File: src/rtl/ram_port_master.sv
// ram_port_master: burst master for a single-port synchronous RAM.
// A host command starts a write or read burst of (req_len+1) beats from
// req_addr. Addresses wrap modulo the RAM depth. Read data is captured two
// cycles after its address is issued and is delivered without backpressure.
//
// state | meaning
// ------+----------------------------------------------------------------
// IDLE  | waiting for a command; no RAM strobes; ram_addr holds last value
// WRITE | forwarding write beats to the RAM as wr_valid allows
// READ  | issuing one read address per cycle
// DRAIN | one extra cycle so the final read word can be captured
module ram_port_master #(
    parameter int DW = 8,
    parameter int AW = 5
) (
    input  logic          clk,
    input  logic          rst,
    // host command channel
    input  logic          req_valid,
    output logic          req_ready,
    input  logic          req_write,
    input  logic [AW-1:0] req_addr,
    input  logic [AW-1:0] req_len,
    // write beat channel
    input  logic [DW-1:0] wr_data,
    input  logic          wr_valid,
    output logic          wr_ready,
    // read beat channel
    output logic [DW-1:0] rd_data,
    output logic          rd_valid,
    output logic          done,
    // RAM port
    output logic          ram_cs,
    output logic          ram_w_en,
    output logic          ram_r_en,
    output logic          ram_o_en,
    output logic [AW-1:0] ram_addr,
    output logic [DW-1:0] ram_din,
    input  logic [DW-1:0] ram_dout
);

    typedef enum logic [1:0] {
        IDLE  = 2'd0,
        WRITE = 2'd1,
        READ  = 2'd2,
        DRAIN = 2'd3
    } state_t;

    state_t        state_q, state_d;
    logic [AW-1:0] addr_q, addr_d;
    logic [AW-1:0] cnt_q, cnt_d;
    // last address actually presented with a strobe; DRAIN and IDLE show it
    logic [AW-1:0] last_q, last_d;
    // a read address was issued in the previous cycle, so RAM output is valid now
    logic          oen_q, oen_d;
    logic [DW-1:0] rd_data_q, rd_data_d;
    logic          rd_valid_q, rd_valid_d;
    logic          done_q, done_d;

    // State and counters; reset aborts any burst in flight.
    always_ff @(posedge clk or posedge rst) begin
        if (rst) begin
            state_q    <= IDLE;
            addr_q     <= '0;
            cnt_q      <= '0;
            last_q     <= '0;
            oen_q      <= 1'b0;
            rd_data_q  <= '0;
            rd_valid_q <= 1'b0;
            done_q     <= 1'b0;
        end else begin
            state_q    <= state_d;
            addr_q     <= addr_d;
            cnt_q      <= cnt_d;
            last_q     <= last_d;
            oen_q      <= oen_d;
            rd_data_q  <= rd_data_d;
            rd_valid_q <= rd_valid_d;
            done_q     <= done_d;
        end
    end

    // Next-state logic and RAM strobes for each state.
    always_comb begin
        state_d   = state_q;
        addr_d    = addr_q;
        cnt_d     = cnt_q;
        last_d    = last_q;
        oen_d     = 1'b0;
        done_d    = 1'b0;
        req_ready = 1'b0;
        wr_ready  = 1'b0;
        ram_cs    = 1'b0;
        ram_w_en  = 1'b0;
        ram_r_en  = 1'b0;
        ram_addr  = last_q;
        ram_din   = '0;

        case (state_q)
            IDLE: begin
                req_ready = 1'b1;
                if (req_valid) begin
                    addr_d  = req_addr;
                    cnt_d   = req_len;
                    state_d = req_write ? WRITE : READ;
                end
            end

            WRITE: begin
                wr_ready = 1'b1;
                ram_addr = addr_q;
                ram_din  = wr_data;
                ram_cs   = wr_valid;
                ram_w_en = wr_valid;
                if (wr_valid) begin
                    addr_d = addr_q + 1'b1;
                    cnt_d  = cnt_q - 1'b1;
                    last_d = addr_q;
                    if (cnt_q == '0) begin
                        state_d = IDLE;
                        done_d  = 1'b1;
                    end
                end
            end

            READ: begin
                ram_cs   = 1'b1;
                ram_r_en = 1'b1;
                ram_addr = addr_q;
                addr_d   = addr_q + 1'b1;
                cnt_d    = cnt_q - 1'b1;
                last_d   = addr_q;
                oen_d    = 1'b1;
                if (cnt_q == '0) begin
                    state_d = DRAIN;
                end
            end

            DRAIN: begin
                // re-present the last address so the port stays quiet/stable
                ram_cs   = 1'b1;
                ram_r_en = 1'b1;
                ram_addr = last_q;
                state_d  = IDLE;
                // lines up with the final rd_valid, which lands next cycle
                done_d   = 1'b1;
            end

            default: begin
                state_d = IDLE;
            end
        endcase
    end

    // Read data capture: the word is registered whenever the RAM output is enabled.
    always_comb begin
        rd_valid_d = oen_q;
        rd_data_d  = oen_q ? ram_dout : rd_data_q;
    end

    assign ram_o_en = oen_q;
    assign rd_data  = rd_data_q;
    assign rd_valid = rd_valid_q;
    assign done     = done_q;

endmodule

File: config.mk
export PLATFORM = sky130hd
export DESIGN_NAME = ram_port_master
export DESIGN_NICKNAME = d
export VERILOG_FILES = /design/src/rtl/ram_port_master.sv
export SDC_FILE = /design/constraint.sdc
export NUM_CORES = 1
export LEC_CHECK = 0
export CAP_MARGIN = 20
export CORE_MARGIN = 10
export CORE_UTILIZATION = 35
export CTS_CLUSTER_DIAMETER = 200
export DETAILED_ROUTE_END_ITERATION = 8
export PLACE_DENSITY = 0.66
export SYNTH_ARGS = -nofsm -noshare
export SYNTH_HDL_FRONTEND = slang
export SYNTH_SLANG_ARGS = --single-unit
File: constraint.sdc
create_clock -name clk -period 2.15 [get_ports clk]
set_input_delay 0.5375 -clock clk [delete_from_list [all_inputs] [get_ports clk]]
set_output_delay 0.5375 -clock clk [all_outputs]
set_load 0.01 [all_outputs]
==> run_results.csv <==
group,metric,value,unit
synth,syn_inst,139,
finish,antenna_cells,0,
critical_path,worstSetupPathType,"reg2out",
synth,yosys-top-cells-count,"28 x dfrtp_1, 20 x mux2_2, 13 x inv_1, 9 x and2_1, 7 x ha_1",
global_route,antenna_found_initial,0,
sta,rsz0062_at_grt,"true",
critical_path,worst_path_max_delay_cell,"dfrtp_1",
global_route,grt_first_pass_wirelength,7.29,mm
power,power,4050,uW
drt,vias_per_cell,4.96,
sta,tightest_slew,0.910,ns
sta,skew,0.00242,ns
critical_path,cpPeakStageDelay,0.42,ns
synth,synth_area_leader_cell,"dfrtp_1",
power,power_leakage,0.00109,uW
die,dieArea,0.00762,mm^2
sta,min_period_over_period,98.8,%
synth,yosys.area_share.simple,13.3,%
synth,synth-main-ff-cell,"dfrtp_1",
finish,regArea,701,um^2
placement,numPortBuffers,59,
sta,slew_violations,0,
status,status,"completed",
synth,synth_fa_ha_area_share,5.53,%
synth,yosysSeqAreaShare,44.2,%
clock_tree,cts_made_buffers,3,
die,die_y,87.3,um
global_route,grt-ovfl-total,0,
power,p_per_area,1670,mW/mm^2
sta,setup_viol,0,
die,num_io_pins,60,
critical_path,cp_num_buf_inv,2,
synth,syn_nets,177,
synth,synth.distinct_cells,36,
sta,fin_crit,2.12,ns
clock_tree,cts_max_level,1,
synth,synthArstFlopShare,100,%
finish,nets,255,
drt,first_pass_iters,4,
synth,synth_edf_count,0,
die,initial_core_util,36.4,%
power,peakVddDrop,0.577,mV
sta,fmax,471,MHz
sta,slew_headroom,39.2,%
drt,wirelength,4.44,mm
critical_path,crit_fanout,3,
die,fp.coreArea,0.00435,mm^2
critical_path,end_kind,"output pin",
placement,placed_cells,258,
placement,place.gp.congestion,0.762,
die,rows,24,
global_route,track_usage,11.8,%
synth,netlist_area,0.00158,mm^2
drt,via_count,1330,
finish,synthToLayoutAreaGrowth,53.0,%
critical_path,regToRegSetupSlack,0.14,ns
clock_tree,clock_latency,0.27,ns
synth,netlist.area_leader.share,44.2,%
placement,hpwlAfterDp,3.40,mm
clock_tree,cts_tree,"done",
clock_tree,cts.clk_slew.worst_paths,0.10,ns
clock_tree,clkSinkCount,28,
synth,muxShareOfSynthArea,16.8,%
critical_path,crit_arrival,1.59,ns
finish,fin_cells,268,
global_route,grt_pass1_vias,1488,
critical_path,required,1.61,ns
clock_tree,cts_root_buf,"clkbuf_8",
clock_tree,clk_path_buf_depth,2,
drt,drt-initial-drc-count,82,
synth,synth_top_family_by_area,"multiplexers",
run,drv_cap,0,
synth,yosysWarnings,0,
drt,ant_nets,0,
synth,yosys_register_bits,28,
die,die_w,87.3,um
synth,yosysMostFrequentCell,"dfrtp_1",
finish,multi_input_area,838,um^2
min_path,worstHoldPathType,"reg2reg",
critical_path,cp_cell_sequence,"buf_6 > ha_1 > or2_4 > o21a_1 > buf_2",
finish,drive_above_1_share,33.3,%
finish,fill_cells,372,
critical_path,start_kind,"flip-flop",
drt,drc,0,
synth,avgSynthCellArea,11.4,um^2
synth,synthXorXnorAreaFrac,0,%
global_route,grt_max_degree,29,
synth,synth-compound-area-share,14.6,%
synth,ys_top_cells_by_area,"dfrtp_1 44%, mux2_2 14%, ha_1 5.5%",
critical_path,cpLargestDelayFamily,"flip-flops",
drt,wl_per_cell,16.6,um
clock_tree,cts_hold_buffers,0,
sta,hold_viol,0,
-- path summary, 6_finish.rpt --
check	cells after the start	from	endpoint
min in group asynchronous	3	rst	last_q[4]
max	5	state_q[0]	ram_cs
min reg2reg	1	rd_data[2]	rd_data[2]
max reg2reg	6	state_q[1]	addr_q[0]
max in group asynchronous	3	rst	cnt_q[2]
min	1	rd_data[2]	rd_data[2]
-- repair_timing --
action | CTS | global route
pin swaps | 1 | 2
resized for setup | 47 | 24
endpoints found under the setup margin | 17 | 14
setup buffers | 5 | 2
-- registers in the layout (all words and copies together), names as in the netlist --
| register | flops |
|---|---|
| cnt_q | 5 |
| last_q | 5 |
| addr_q | 5 |
| done | 1 |
| state_q | 2 |
| rd_data | 8 |
| ram_o_en | 1 |
| rd_valid | 1 |
-- layout by cell type (no fill, tap or decap), types with 2 or more instances in the layout --
cell type / netlist / layout
a2111oi_0: 4 / 3
a2bb2oi_1: 4 / 4
and2_1: 9 / 9
buf_2: 4 / 3
buf_4: 1 / 19
buf_6: 0 / 6
clkbuf_2: 0 / 7
clkbuf_8: 0 / 4
clkdlybuf4s50_1: 0 / 42
dfrtp_1: 28 / 28
dlygate4sd2_1: 0 / 4
ha_1: 7 / 4
ha_4: 0 / 2
inv_1: 13 / 11
inv_2: 0 / 2
mux2_2: 20 / 17
mux2_4: 0 / 3
mux2i_1: 3 / 3
nand2_1: 5 / 5
nand2b_1: 2 / 2
nand3_1: 4 / 4
nor2_1: 3 / 3
nor2b_1: 3 / 3
o21ai_0: 5 / 4
o22ai_1: 4 / 4
-- report_power, final --
group | total [uW] | switching (uW) | internal [uW] | leakage (uW)
Combinational | 2720 | 1140 | 1580 | 0.000732
Clock | 328 | 164 | 164 | 0.0000288
Sequential | 1000 | 204 | 799 | 0.000330
Total | 4050 | 1510 | 2540 | 0.00109
-- area by class of cell --
cell class | count | share of cell area (%)
clock buffer | 4 | 2.27
inverter | 13 | 2.01
multi-input combinational | 90 | 34.6
sequential | 28 | 28.9
tap | 52 | 2.68
timing repair buffer | 81 | 29.5
-- cell families after synthesis --
group                      Yosys count
muxes                               24
DFF                                 28
buffers and inverters               21
adders and majority gates            7
and+or+nand+nor                     32
AOI/OAI and AO/OA                   27
-- routing by layer --
| metal | global-route usage, % | vias up | share of wire [%] |
|---|---|---|---|
| met5 | 0 | - | 0 |
| met4 | 3.48 | 0 | 1.1 |
| met3 | 3.00 | 4 | 6.8 |
| met2 | 20.0 | 45 | 50 |
| met1 | 14.2 | 631 | 42 |
| li1 | - | 650 | - |
-- metrics by stage --
stage               hold slack [ns]  cell area (um^2)  TNS [ns]  utilization [%]  worst slack [ns]
floorplan                     0.433              1580         0                -             0.145
global placement              0.485              2320     -1.78             53.3            -0.212
detailed placement            0.497              2320     -2.79             53.3            -0.251
CTS                           0.520              2410         0             55.3           0.00300
global route                  0.543              2420    -0.116             55.7           -0.0389
finish                        0.517              2420         0             55.7            0.0250
No activity file was read; power rests on OpenSTA's default activity.
